$ cat src/rtl/vending_machine_change.sv
// Coin-operated vending controller: accumulates nickel/dime/quarter credit toward PRICE,
// vends one item, returns overpayment or refunded credit as a train of nickel pulses.
module vending_machine_change #(
  parameter int PRICE = 3,
  parameter int CW    = 4,
  parameter int SW    = 8
) (
  input  logic          clock,
  input  logic          reset,
  input  logic [1:0]    coin,
  input  logic          cancel,
  output logic          dispense,
  output logic          change_nickel,
  output logic          coin_reject,
  output logic          busy,
  output logic [CW-1:0] credit,
  output logic [SW-1:0] sales
);

  typedef enum logic [1:0] {
    ACCUM  = 2'd0,
    VEND   = 2'd1,
    CHANGE = 2'd2
  } state_t;

  localparam logic [CW:0] PRICE_W = (CW+1)'(PRICE);

  function automatic logic [2:0] coin_value(input logic [1:0] code);
    case (code)
      2'b01:   coin_value = 3'd1;
      2'b10:   coin_value = 3'd2;
      2'b11:   coin_value = 3'd5;
      default: coin_value = 3'd0;
    endcase
  endfunction

  state_t        state_r, state_s;
  logic [CW-1:0] credit_r, credit_s;
  logic [CW-1:0] change_r, change_s;
  logic [SW-1:0] sales_r, sales_s;
  logic          dispense_r, dispense_s;
  logic          change_nickel_r, change_nickel_s;
  logic          coin_reject_r, coin_reject_s;
  logic          busy_r, busy_s;
  logic [CW:0]   total_s;

  // Next-state and next-output logic; every output is the registered image of these values.
  always_comb begin
    state_s         = state_r;
    credit_s        = credit_r;
    change_s        = change_r;
    sales_s         = sales_r;
    dispense_s      = 1'b0;
    change_nickel_s = 1'b0;
    busy_s          = 1'b0;
    coin_reject_s   = (state_r != ACCUM) && (coin != 2'b00);
    total_s         = (CW+1)'(credit_r) + (CW+1)'(coin_value(coin));
    case (state_r)
      ACCUM: begin
        if (total_s >= PRICE_W) begin
          // Vending wins over a simultaneous cancel.
          state_s    = VEND;
          credit_s   = {CW{1'b0}};
          change_s   = CW'(total_s - PRICE_W);
          dispense_s = 1'b1;
          busy_s     = 1'b1;
          if (sales_r != {SW{1'b1}}) begin
            sales_s = sales_r + SW'(1);
          end else begin
            sales_s = sales_r;
          end
        end else if (cancel && (total_s != {(CW+1){1'b0}})) begin
          state_s         = CHANGE;
          change_s        = CW'(total_s);
          credit_s        = {CW{1'b0}};
          change_nickel_s = 1'b1;
          busy_s          = 1'b1;
        end else begin
          credit_s = CW'(total_s);
        end
      end
      VEND: begin
        if (change_r != {CW{1'b0}}) begin
          state_s         = CHANGE;
          change_nickel_s = 1'b1;
          busy_s          = 1'b1;
        end else begin
          state_s = ACCUM;
        end
      end
      CHANGE: begin
        // The count covers the nickel being shown now; leave as it hits zero.
        change_s = change_r - CW'(1);
        if (change_r == CW'(1)) begin
          state_s = ACCUM;
        end else begin
          change_nickel_s = 1'b1;
          busy_s          = 1'b1;
        end
      end
      default: begin
        state_s  = ACCUM;
        change_s = {CW{1'b0}};
      end
    endcase
  end

  // State and output registers with synchronous reset.
  always_ff @(posedge clock) begin
    if (reset) begin
      state_r         <= ACCUM;
      credit_r        <= {CW{1'b0}};
      change_r        <= {CW{1'b0}};
      sales_r         <= {SW{1'b0}};
      dispense_r      <= 1'b0;
      change_nickel_r <= 1'b0;
      coin_reject_r   <= 1'b0;
      busy_r          <= 1'b0;
    end else begin
      state_r         <= state_s;
      credit_r        <= credit_s;
      change_r        <= change_s;
      sales_r         <= sales_s;
      dispense_r      <= dispense_s;
      change_nickel_r <= change_nickel_s;
      coin_reject_r   <= coin_reject_s;
      busy_r          <= busy_s;
    end
  end

  assign dispense      = dispense_r;
  assign change_nickel = change_nickel_r;
  assign coin_reject   = coin_reject_r;
  assign busy          = busy_r;
  assign credit        = credit_r;
  assign sales         = sales_r;

endmodule

$ cat config.mk
export PLATFORM = sky130hd
export DESIGN_NAME = vending_machine_change
export DESIGN_NICKNAME = d
export VERILOG_FILES = /design/src/rtl/vending_machine_change.sv
export SDC_FILE = /design/constraint.sdc
export NUM_CORES = 1
export LEC_CHECK = 0
export ABC_CLOCK_PERIOD_IN_PS = 3400
export CORE_MARGIN = 8
export CORE_UTILIZATION = 50
export CTS_CLUSTER_SIZE = 14
export DETAILED_ROUTE_END_ITERATION = 16
export PLACE_DENSITY = 0.83
export SLEW_MARGIN = 20
export SYNTH_ARGS = -nofsm -noshare
export SYNTH_HDL_FRONTEND = slang
export SYNTH_SLANG_ARGS = --single-unit
$ cat constraint.sdc
create_clock -name clock -period 3.4 [get_ports clock]
set_input_delay 0.51 -clock clock [delete_from_list [all_inputs] [get_ports clock]]
set_output_delay 0.51 -clock clock [all_outputs]
set_load 0.01 [all_outputs]
==> results of run 1 <==
## routing by layer
layer  GRT usage  vias up  share of wire
met5           0        -              0
met4      0.0319        0         0.0035
met3      0.0372        2          0.056
met2       0.223       27           0.51
met1       0.148      573           0.43
li1            -      609              -
## cell families after synthesis
kind of cell | share of synthesized area
xor+xnor | 0.0426
simple gates | 0.242
compound gates | 0.211
fa+ha+maj | 0.0941
flops | 0.313
mux | 0.0480
buf+inv | 0.0488
## cell usage in the layout, fill, tap and decap left out, types with 2 or more instances in the layout
cell	n
dfxtp_1	22
clkdlybuf4s50_1	20
nor2_1	15
inv_1	9
ha_1	9
a21oi_1	8
nand2_1	6
nand4_1	6
nor2b_1	5
nor3_1	5
nand2b_1	4
o2111ai_1	3
mux2i_1	3
xnor2_1	3
nand3_1	3
o21ai_0	3
clkbuf_4	3
and4_1	2
mux2_2	2
xor2_1	2
o31ai_1	2
nor3b_1	2
a21boi_0	2
o22ai_1	2
nor4_1	2
and3_1	2
## per-stage QoR
stage | instances | setup WS, ns | area [um2] | total power [mW]
finish | 204 | 0.402 | 1660 | 0.974
floorplan | 155 | 0.681 | 1410 | 0.697
CTS | 204 | 0.433 | 1660 | 0.977
global placement | 200 | 0.199 | 1620 | 0.812
detailed placement | 200 | 0.0885 | 1620 | 0.831
global route | 204 | 0.328 | 1660 | 1.05
## registers in the layout, summed over array words and instances, names as in the netlist
signal and cells:
sales 8, state_r 2, dispense 1, change_nickel 1, coin_reject 1, busy 1, credit 4, change_r 4
## where the power goes
part           internal, mW  switching (mW)
Clock                0.0653          0.0786
Sequential            0.315          0.0703
Combinational         0.208           0.237
Total                 0.588           0.386
## area by class of cell
| type | instances | area share |
|---|---|---|
| multi-input cells | 117 | 0.543 |
| flip-flops and latches | 22 | 0.266 |
| repair buffers | 21 | 0.125 |
| well taps | 31 | 0.0234 |
| clock buffers | 4 | 0.0219 |
| inverters | 9 | 0.0204 |
## worst min path at each step
stage | slack [ns] | endpoint
detailed placement | 0.50 | credit[0]
global placement | 0.49 | credit[0]
floorplan | 0.48 | change_r[2]
global route | 0.55 | credit[2]
finish | 0.52 | credit[2]
CTS | 0.52 | credit[0]
==> flow_summary.json, run 1 <==
{
  "worst_pin_slew_ns": 0.811,
  "cts_buffer_depth": 2,
  "hpwl_mm": 2.36,
  "antenna_cells": 0,
  "die_area_um2": 4770,
  "r2r_start": "credit[0]",
  "hp-start": "credit[2]",
  "cp.depth": 9,
  "min_period_ns": 3.00,
  "path_buf_inv": 1,
  "hold_class": "register to register",
  "hold-worst-slack_ns": 0.522,
  "status": "finished clean",
  "synth_top_flop_cell": "dfxtp_1",
  "first_pass_iters": 4,
  "yosysSeqAreaShare": 0.313,
  "syn_to_final_growth_pct": 17.6,
  "p_leak_nw": 0.639,
  "cp_max_fo": 7,
  "yosysTopAreaCellShare": 0.313,
  "insertion_delay_ns": 0.30,
  "multiInputGateArea_um2": 900,
  "cp-endpoint": "sales[5]",
  "finalSetupViolCount": 0,
  "crit_type": "input port to register",
  "drtIter0Drc": 96,
  "yosysMostFrequentCell": "dfxtp_1",
  "antenna_left": 0,
  "ctsHoldBuffers": 0,
  "overflow": 0,
  "nets": 189,
  "grt_pass1_wl_mm": 5.39,
  "yosys_warnings": 0,
  "timing.rr.end": "sales[5]",
  "clockRootBuffer": "clkbuf_4",
  "p_per_area_nw_per_um2": 588,
  "vias": 1211,
  "clock-sinks": 22,
  "cts_buffers": 3,
  "drive_gt1_frac": 0.127,
  "antenna_found_initial": 0,
  "rsz0062_at_grt": "no",
  "path_delay_family": "adder cells",
  "path_clk_slew_ns": 0.12,
  "via_per_inst": 5.94,
  "worst_setup_path_end_kind": "register",
  "synth_fp_nets": 170,
  "clock_skew_ns": 0.00171,
  "cp.arrival_ns": 3.20,
  "die_h_um": 69.1,
  "coreArea_um2": 2710,
  "cts_tree": "built",
  "startpoint": "coin[1]",
  "grt_max_degree": 25,
  "port_buffers": 20,
  "globalplace.congestion": 0.865,
  "die_x_um": 69.1,
  "final_core_util": 0.611,
  "synth-async-reset-ratio": 0,
  "ys_types": 53,
  "ys_ff_latch": 22,
  "whs_path_depth": 1,
  "cts_resized": 0,
  "syn_inst": 155,
  "routed_wl_mm": 3.15,
  "h-tree-depth": 1,
  "slew_headroom": 0.457,
  "r2r_setup_slack_ns": 0.76,
  "avgRoutedWirePerCell_um": 15.4,
  "crit_chain": "clkdlybuf4s50_1 -> nor2b_1 -> fa_1 -> ha_1 -> nor3_4 -> nand3_2 -> o211a_4 -> and4_4 -> mux2_4",
  "drv_slew": 0,
  "post_cts_buffers": 0,
  "maxCapViolCount": 0,
  "hold_violations": 0,
  "rows": 19,
  "ir_worst_vdd_mv": 0.427,
  "cp_data_required_time_ns": 3.61,
  "grt_pass1_vias": 1175,
  "tns_ns": 0,
  "syn_avg_cell_area_um2": 9.09,
  "initial_core_util": 0.520,
  "fin_crit_sh": 0.882,
  "fill_cells": 247,
  "slowest_stage": "fa_1",
  "ios": 21,
  "max_freq_mhz": 334,
  "synthTopCellsByArea": "dfxtp_1 (31%), ha_1 (8.0%), nor2_1 (4.0%)",
  "yosysTopAreaCell": "dfxtp_1",
  "cp_slowest_stage_delay_ns": 0.53,
  "synthTopCellsByCount": "dfxtp_1 (22), nor2_1 (15), ha_1 (9), inv_1 (9), a21oi_1 (8)",
  "synth_edf_count": 0,
  "grt_usage": 0.128,
  "ff2ff_path_depth": 8,
  "regArea_um2": 440,
  "syn_area_um2": 1410,
  "route.detailed.drc": 0,
  "start_kind": "input port"
}
Note: power is estimated with default switching activity, not from simulation.
==> run 2, diff against run 1 <==
Settings changed: REMOVE_ABC_BUFFERS set to 1, SKIP_CTS_REPAIR_TIMING set to 1.
==> run 2 against run 1 <==
  * Via count grew 2.9%
  * Register-to-register slack lost 0.06 ns
  * Combinational power grew 4%
==> flow_summary.json, run 2 (synthesis results as in run 1) <==
{
  "status": "finished clean",
  "via_per_inst": 6.08,
  "coreArea_um2": 2710,
  "grt_usage": 0.134,
  "h-tree-depth": 1,
  "drtIter0Drc": 37,
  "cts_buffer_depth": 2,
  "final_cell_mix": "dfxtp_1 (22), clkdlybuf4s50_1 (20), nor2_1 (15), inv_1 (9), ha_1 (9)",
  "vias": 1246,
  "final_core_util": 0.620,
  "rsz0062_at_grt": "no",
  "clockRootBuffer": "clkbuf_4",
  "route.detailed.drc": 0,
  "start_kind": "input port",
  "max_freq_mhz": 334,
  "hp-start": "credit[2]",
  "cp_slowest_stage_delay_ns": 0.53,
  "tns_ns": 0,
  "overflow": 0,
  "clock_skew_ns": 0.00285,
  "path_buf_inv": 1,
  "ios": 21,
  "slowest_stage": "fa_1",
  "r2r_setup_slack_ns": 0.70,
  "ir_worst_vdd_mv": 0.474,
  "syn_to_final_growth_pct": 19.3,
  "crit_type": "input port to register",
  "rows": 19,
  "path_clk_slew_ns": 0.13,
  "avgRoutedWirePerCell_um": 16.1,
  "routed_wl_mm": 3.31,
  "initial_core_util": 0.520,
  "stdcell_count": 205,
  "dp_slack_ns": 0.0771,
  "finalSetupViolCount": 0,
  "worst_setup_path_end_kind": "register",
  "cp_data_required_time_ns": 3.62,
  "cp.arrival_ns": 3.21,
  "timing.rr.end": "sales[5]",
  "maxCapViolCount": 0,
  "post-route-cell-area_um2": 1680,
  "port_buffers": 20,
  "post_dp_cell_area_um2": 1630,
  "grt_max_degree": 25,
  "antenna_cells": 0,
  "die_area_um2": 4770,
  "clock-sinks": 22,
  "path_delay_family": "adder cells",
  "worst_pin_slew_ns": 0.479,
  "dp.cells": 201,
  "fin_crit_sh": 0.880,
  "min_period_ns": 2.99,
  "p_leak_nw": 0.650,
  "drv_slew": 0,
  "cts_tree": "built",
  "hold-worst-slack_ns": 0.507,
  "hold_end": "credit[2]",
  "r2r_start": "credit[0]",
  "hpwl_mm": 2.44,
  "final_common_cell": "dfxtp_1",
  "die_h_um": 69.1,
  "globalplace.congestion": 0.874,
  "hold_violations": 0,
  "hold_class": "register to register",
  "whs_path_depth": 1,
  "die_x_um": 69.1,
  "first_pass_iters": 5,
  "ff2ff_path_depth": 8,
  "insertion_delay_ns": 0.31,
  "postLayoutSetupSlackWorst_ns": 0.407,
  "antenna_left": 0,
  "nets": 190,
  "largest_reg_flops": 8,
  "drive_gt1_frac": 0.132,
  "antenna_found_initial": 0,
  "crit_chain": "clkdlybuf4s50_1 -> nor2b_1 -> fa_1 -> ha_1 -> nor3_4 -> nand3_2 -> o211a_4 -> and4_4 -> mux2_4",
  "p_total_mw": 1.06,
  "slew_headroom": 0.679,
  "grt_pass1_vias": 1270,
  "cts_buffers": 3,
  "p_per_area_nw_per_um2": 629,
  "cp_max_fo": 7,
  "grt_pass1_wl_mm": 5.65
}
## run 2: cell count changes in the layout (fill, tap and decap cells not counted)
cell	delta
buf_4	+1
bufinv_16	+1
clkbuf_8	-1
## run 2: worst max-delay path by stage
stage | startpoint | to | cells after the start
after global placement | coin[1] | sales[5] | 9
after floorplan | coin[0] | sales[5] | 8
after CTS | coin[1] | sales[5] | 9
after global routing | coin[1] | sales[5] | 9
after detailed placement | coin[1] | sales[5] | 9
final | coin[1] | sales[5] | 9
## run 2: power by group
group          leakage [nW]  internal, mW  switching [mW]
Clock                0.0279         0.119          0.0856
Sequential            0.180         0.315          0.0722
Combinational         0.442         0.218           0.247
Total                 0.650         0.652           0.405
## run 2: cell type report
type	instances	area, um2
Clock buffer	3	22.5
Sequential cell	22	440
Tap cell	31	38.8
Clock inverter	1	30.0
Inverter	9	33.8
Multi-Input combinational cell	117	900
Fill cell	227	1030
Timing Repair Buffer	22	215
## run 2: metal layers
layer / wire length [um] / up-vias / share of wire / track usage
li1: - / 610 / - / -
met1: 1360 / 572 / 0.41 / 0.140
met2: 1670 / 54 / 0.50 / 0.248
met3: 204 / 10 / 0.062 / 0.0315
met4: 72 / 0 / 0.022 / 0.0569
met5: 0 / - / 0 / 0
==> RTL change 1: new RTL, flow settings as in run 1 <==
The parameter `CW` goes from 4 to 3.
--- a/src/rtl/vending_machine_change.sv
+++ b/src/rtl/vending_machine_change.sv
@@ -4,3 +4,3 @@
   parameter int PRICE = 3,
-  parameter int CW    = 4,
+  parameter int CW    = 3,
   parameter int SW    = 8
Ports: changed (resized credit); port bits go from 21 to 20. The function was not compared with the original's and may differ.
==> RTL change 1 against run 1 <==
  * Routed wire length down 18%
  * Sequential share of layout area is 0.95 points higher
  * Critical endpoint is now sales[7]$_SDFFE_PP0P_
  * Largest cell class unchanged
  * Via count decreased by 11%
  * Power down 29%
  * Setup slack lost 0.0051 ns
  * Cell area down 12%
  * Die area fell by 11%
  * Clock power shrank 3%
  * First-iteration DRC count decreased by 61%
  * Largest power group is now sequential cells
  * Sequential cell count fell by 2
  * Synthesized area down 14%
==> RTL change 1: results (changes against run 1) <==
* Status: finished, final reports clean (unchanged)
* Drt wl/cell at 13.79 um (was 15.45 um)
* P_int at 0.0004556 W (was 0.0005883 W)
* Syn Area/Cell at 8.713 um^2 (was 9.089 um^2)
* Synth cell types at 42 (was 53)
* Post-synthesis sequential area ratio at 33.06% (was 31.26%)
* Family with the most delay on the worst path: adder cells (unchanged)
* Commonest cells in the netlist: 20 x dfxtp_1, 14 x a21oi_1, 11 x inv_1, 11 x nor2_1, 9 x ha_1 (was 22 x dfxtp_1, 15 x nor2_1, 9 x ha_1, 9 x inv_1, 8 x a21oi_1)
* H-tree levels at 1 (unchanged)
* Share of layout cells above drive strength 1 at 8.917% (was 12.72%)
* Hold_sp: sales[6]$_SDFFE_PP0P_ (was credit[2]$_SDFFE_PP0P_)
* Critical Path Fanout Max at 11 (was 7)
* Worst-margin pin slew at 0.8341 ns (was 0.8114 ns)
* Crit-path slowest cell: clkdlybuf4s50_1 (was fa_1)
* First-pass GRT wire length at 4.636 mm (was 5.388 mm)
* VDD IR max at 0.0003491 V (was 0.0004270 V)
* Worst min-delay path endpoint: sales[6]$_SDFFE_PP0P_ (was credit[2]$_SDFFE_PP0P_)
* PortBufs at 19 (was 20)
* Final GP Congestion at 0.8076 (was 0.8651)
* Longest Clk Path Bufs at 2 (unchanged)
* Largest net degree at the start of global routing at 24 (was 25)
* Starting DRT DRC Count at 37 (was 96)
* Worst r2r dst: sales[7]$_SDFFE_PP0P_ (was sales[5]$_SDFFE_PP0P_)
* Max stage delay on crit path at 0.51 ns (was 0.53 ns)
* P_leak at 0.5519 nW (was 0.6385 nW)
* Nets at 173 (was 189)
* Reg-to-reg slack, setup at 0.72 ns (was 0.76 ns)
* Total CTS buffers at 3 (unchanged)
* Crit path DAT at 3.16 ns (was 3.20 ns)
* Wire length on met3 at 193 um (was 176 um)
* Area after DPL at 1418 um^2 (was 1620 um^2)
* Vias in the first global route at 1,042 (was 1,175)
* HP Class: flip-flop to flip-flop (unchanged)
* WL met1 at 1.074 mm (was 1.370 mm)
* Post-Route WL at 2.579 mm (was 3.151 mm)
* FF-to-FF path depth at 10 (was 8)
* Critical Path Source: coin[0] (was coin[1])
* Via density at 5.765 (was 5.936)
* Top cells by area, synth: dfxtp_1 33%, ha_1 9.3%, a21oi_1 5.8%, inv_1 3.4%, nor2_1 3.4% (was dfxtp_1 31%, ha_1 8.0%, nor2_1 4.0%, a21oi_1 2.8%, nand4_1 2.7%)
* Global-route usage over all layers at 12.99% (was 12.81%)
* Dpl cells at 183 (was 200)
* Hold path cells at 2 (was 1)
* Clk_skew at 0.007901 ns (was 0.001711 ns)
* Syn nets at 154 (was 170)
[RTL change 1: per-stage QoR]
step	power (W)	hold slack (ns)	worst slack (ns)
floorplan	0.0004829	0.5022	0.6515
global placement	0.0005462	0.4833	0.1748
detailed placement	0.0005577	0.4850	0.05708
CTS	0.0006977	0.5075	0.3978
global route	0.0007438	0.5344	0.1981
finish	0.0006927	0.5141	0.3971
[RTL change 1: layer usage]
| metal | track usage (%) | vias to the layer above |
|---|---|---|
| li1 | - | 542 |
| met1 | 14.40 | 509 |
| met2 | 23.00 | 25 |
| met3 | 5.612 | 2 |
| met4 | 1.635 | 0 |
| met5 | 0 | - |
[RTL change 1: worst register-to-register path, cell delays in order, from the launching register on]
cell and delay (ns):
dfxtp_1 0.38, ha_1 0.18, inv_1 0.05, fa_1 0.49
inv_1 0.05, ha_1 0.25, or3b_4 0.42, o211ai_4 0.31
buf_4 0.21, or4_1 0.11, a21oi_1 0.06
[RTL change 1: power by group through the flow]
stage	combinational [W]	clock, W	sequential (W)
detailed placement	0.000253	0	0.000305
global placement	0.000243	0	0.000303
finish	0.000253	0.000140	0.000300
floorplan	0.000184	0	0.000299
global route	0.000285	0.000154	0.000305
CTS	0.000255	0.000144	0.000299
[RTL change 1: area by class of cell]
type                            instances  area (um^2)
Tap cell                               30        37.54
Clock buffer                            4        36.28
Fill cell                             221        933.4
Sequential cell                        20        400.4
Timing Repair Buffer                   21        205.2
Multi-Input combinational cell        101        733.2
Inverter                               11        41.29
[RTL change 1: cell families after synthesis]
family	count (synthesis)	share of synthesized area, %
buf+inv	18	6.405
xor+xnor	1	0.7233
fa+ha+maj	10	10.95
simple gates	48	24.07
compound gates	40	22.94
mux	2	1.859
flops	20	33.06
==> RTL change 2: new RTL, flow settings as in run 1 <==
Made on the original files. Put one more register stage on the output `credit`, without a reset. The value now appears one clock later. The other outputs are not delayed to match.
--- a/src/rtl/vending_machine_change.sv
+++ b/src/rtl/vending_machine_change.sv
@@ -134,3 +134,5 @@
   assign busy          = busy_r;
-  assign credit        = credit_r;
+  always_ff @(posedge clock) begin
+    credit <= credit_r;
+  end
   assign sales         = sales_r;
Check against the original RTL: not equivalent (Yosys sat finds a counterexample within 4 cycles, from zero or initial values and one cycle with reset high).
==> RTL change 2 against run 1 <==
  * Worst hold slack got worse by 0.14 ns
  * Sequential cell count is 4 higher
  * Setup slack lost 0.046 ns
  * Cell area increased by 5.7%
  * Via count is 11% higher
  * Combinational power rose by 15%
  * Clock power is 11% lower
  * Synthesized area rose by 4.0%
  * Core utilization rose by 1.8 points
  * Routed wire length rose by 9.6%
  * Power rose by 10%
  * Critical path type unchanged
  * Highest routed layer unchanged
==> RTL change 2: results (changes against run 1) <==
* Drt wl/cell at 16.07 um (was 15.45 um)
* Worst-margin pin slew at 0.8542 ns (was 0.8114 ns)
* Share of layout cells above drive strength 1 at 10.33% (was 12.72%)
* Area after DPL at 1728 um^2 (was 1620 um^2)
* Mux cell area share after synthesis at 1.366% (was 4.796%)
* Place WS at 0.02710 ns (was 0.08855 ns)
* First-pass GRT wire length at 5.989 mm (was 5.388 mm)
* Drt first pass iters at 4 (unchanged)
* Adder-cell share of the synthesized area at 9.052% (was 9.414%)
* #FFs+latches synth at 26 (was 22)
* Worst-Skew Late Latency at 0.32 ns (was 0.30 ns)
* FF-to-FF Start: credit_r[0]$_SDFFE_PP0P_ (was credit[0]$_SDFFE_PP0P_)
* Final GP Congestion at 0.8811 (was 0.8651)
* PortBufs at 20 (unchanged)
* Max stage delay on crit path at 0.59 ns (was 0.53 ns)
* P_leak at 0.6437 nW (was 0.6385 nW)
* Post-Synth XOR/XNOR Area at 4.099% (was 4.263%)
* Status: finished, final reports clean (unchanged)
* Fillers at 241 (was 247)
* Post-Synthesis Cells at 162 (was 155)
* Starting DRT DRC Count at 69 (was 96)
* Synth cell types at 48 (was 53)
* Dpl cells at 212 (was 200)
* Syn nets at 177 (was 170)
* VDD IR max at 0.0004735 V (was 0.0004270 V)
* Post-synthesis compound-gate area fraction at 27.41% (was 21.14%)
* Dpl hpwl at 2.642 mm (was 2.365 mm)
* Top cells by area, synth: dfxtp_1 36%, ha_1 7.7%, a21oi_1 5.8%, o21ai_0 3.1%, nor2_1 2.6% (was dfxtp_1 31%, ha_1 8.0%, nor2_1 4.0%, a21oi_1 2.8%, nand4_1 2.7%)
* Via density at 6.228 (was 5.936)
* Hold_sp: credit_r[2]$_SDFFE_PP0P_ (was credit[2]$_SDFFE_PP0P_)
* Commonest cells in the netlist: 26 x dfxtp_1, 17 x a21oi_1, 10 x nor2_1 (was 22 x dfxtp_1, 15 x nor2_1, 9 x ha_1, 9 x inv_1, 8 x a21oi_1)
* Post-synthesis sequential area ratio at 35.53% (was 31.26%)
* Antenna violations before repair at 0 (unchanged)
* Largest net degree at the start of global routing at 24 (was 25)
* Top_reg_cell synth: dfxtp_1 (unchanged)
* Crit path DAT at 3.26 ns (was 3.20 ns)
* Crit-path slowest cell: or4_4 (was fa_1)
* CTS resizes at 0 (unchanged)
* Nets at 201 (was 189)
* Post-Route WL at 3.455 mm (was 3.151 mm)
* Clk_skew at 0.007556 ns (was 0.001711 ns)
* HP Class: flip-flop to flip-flop (unchanged)
* Vias in the first global route at 1,357 (was 1,175)
* Global-route usage over all layers at 14.02% (was 12.81%)
* Family with the most delay on the worst path: simple AND/OR/NAND/NOR gates (was adder cells)
* H-tree levels at 1 (unchanged)
[RTL change 2: cell count changes in the layout (fill, tap and decap cells not counted), sizes merged, moves of 4 or more]
| cell | before | now |
|---|---|---|
| a21oi | 9 | 17 |
| o21ai | 3 | 10 |
| buf | 1 | 7 |
| nand4 | 6 | 0 |
| or4 | 0 | 6 |
| nor2 | 15 | 10 |
| and4 | 4 | 0 |
| dfxtp | 22 | 26 |
| nand2b | 4 | 0 |
[RTL change 2: routing by layer]
layer	up-vias	routed length, um	GRT usage (%)
li1	649	-	-
met1	647	1525	16.47
met2	39	1703	24.67
met3	4	191	3.249
met4	0	34	3.795
met5	-	0	0
[RTL change 2: worst paths after layout]
check	cells past startpoint	slack, ns	endpoint
hold / removal	0	0.39	credit[2]$_DFF_P_
setup reg to reg	7	0.69	change_r[0]$_SDFFE_PP0P_
hold reg to reg	0	0.39	credit[2]$_DFF_P_
setup / recovery	8	0.36	change_r[0]$_SDFFE_PP0P_
[RTL change 2: final cells by class]
type	count	area, um^2	share of cell area [%]
Tap cell	31	38.79	2.216
Sequential cell	26	520.5	29.74
Inverter	9	33.78	1.930
Multi-Input combinational cell	119	869.6	49.68
Timing Repair Buffer	27	265.3	15.15
Clock buffer	3	22.52	1.287
[RTL change 2: where the power goes]
part,switching [W],total (W),internal [W]
logic,0.000267,0.000511,0.000244
registers,0.0000704,0.000435,0.000364
clock network,0.0000862,0.000128,0.0000415
[RTL change 2: worst reg2reg max path: cells and delay by family (launching register included)]
kind                     cells  cell delay [ns]
AND/OR/NAND/NOR              1             0.59
AO/OA/AOI/OAI                3             0.70
adder cells (fa/ha/maj)      3             0.96
flip-flops                   1             0.35
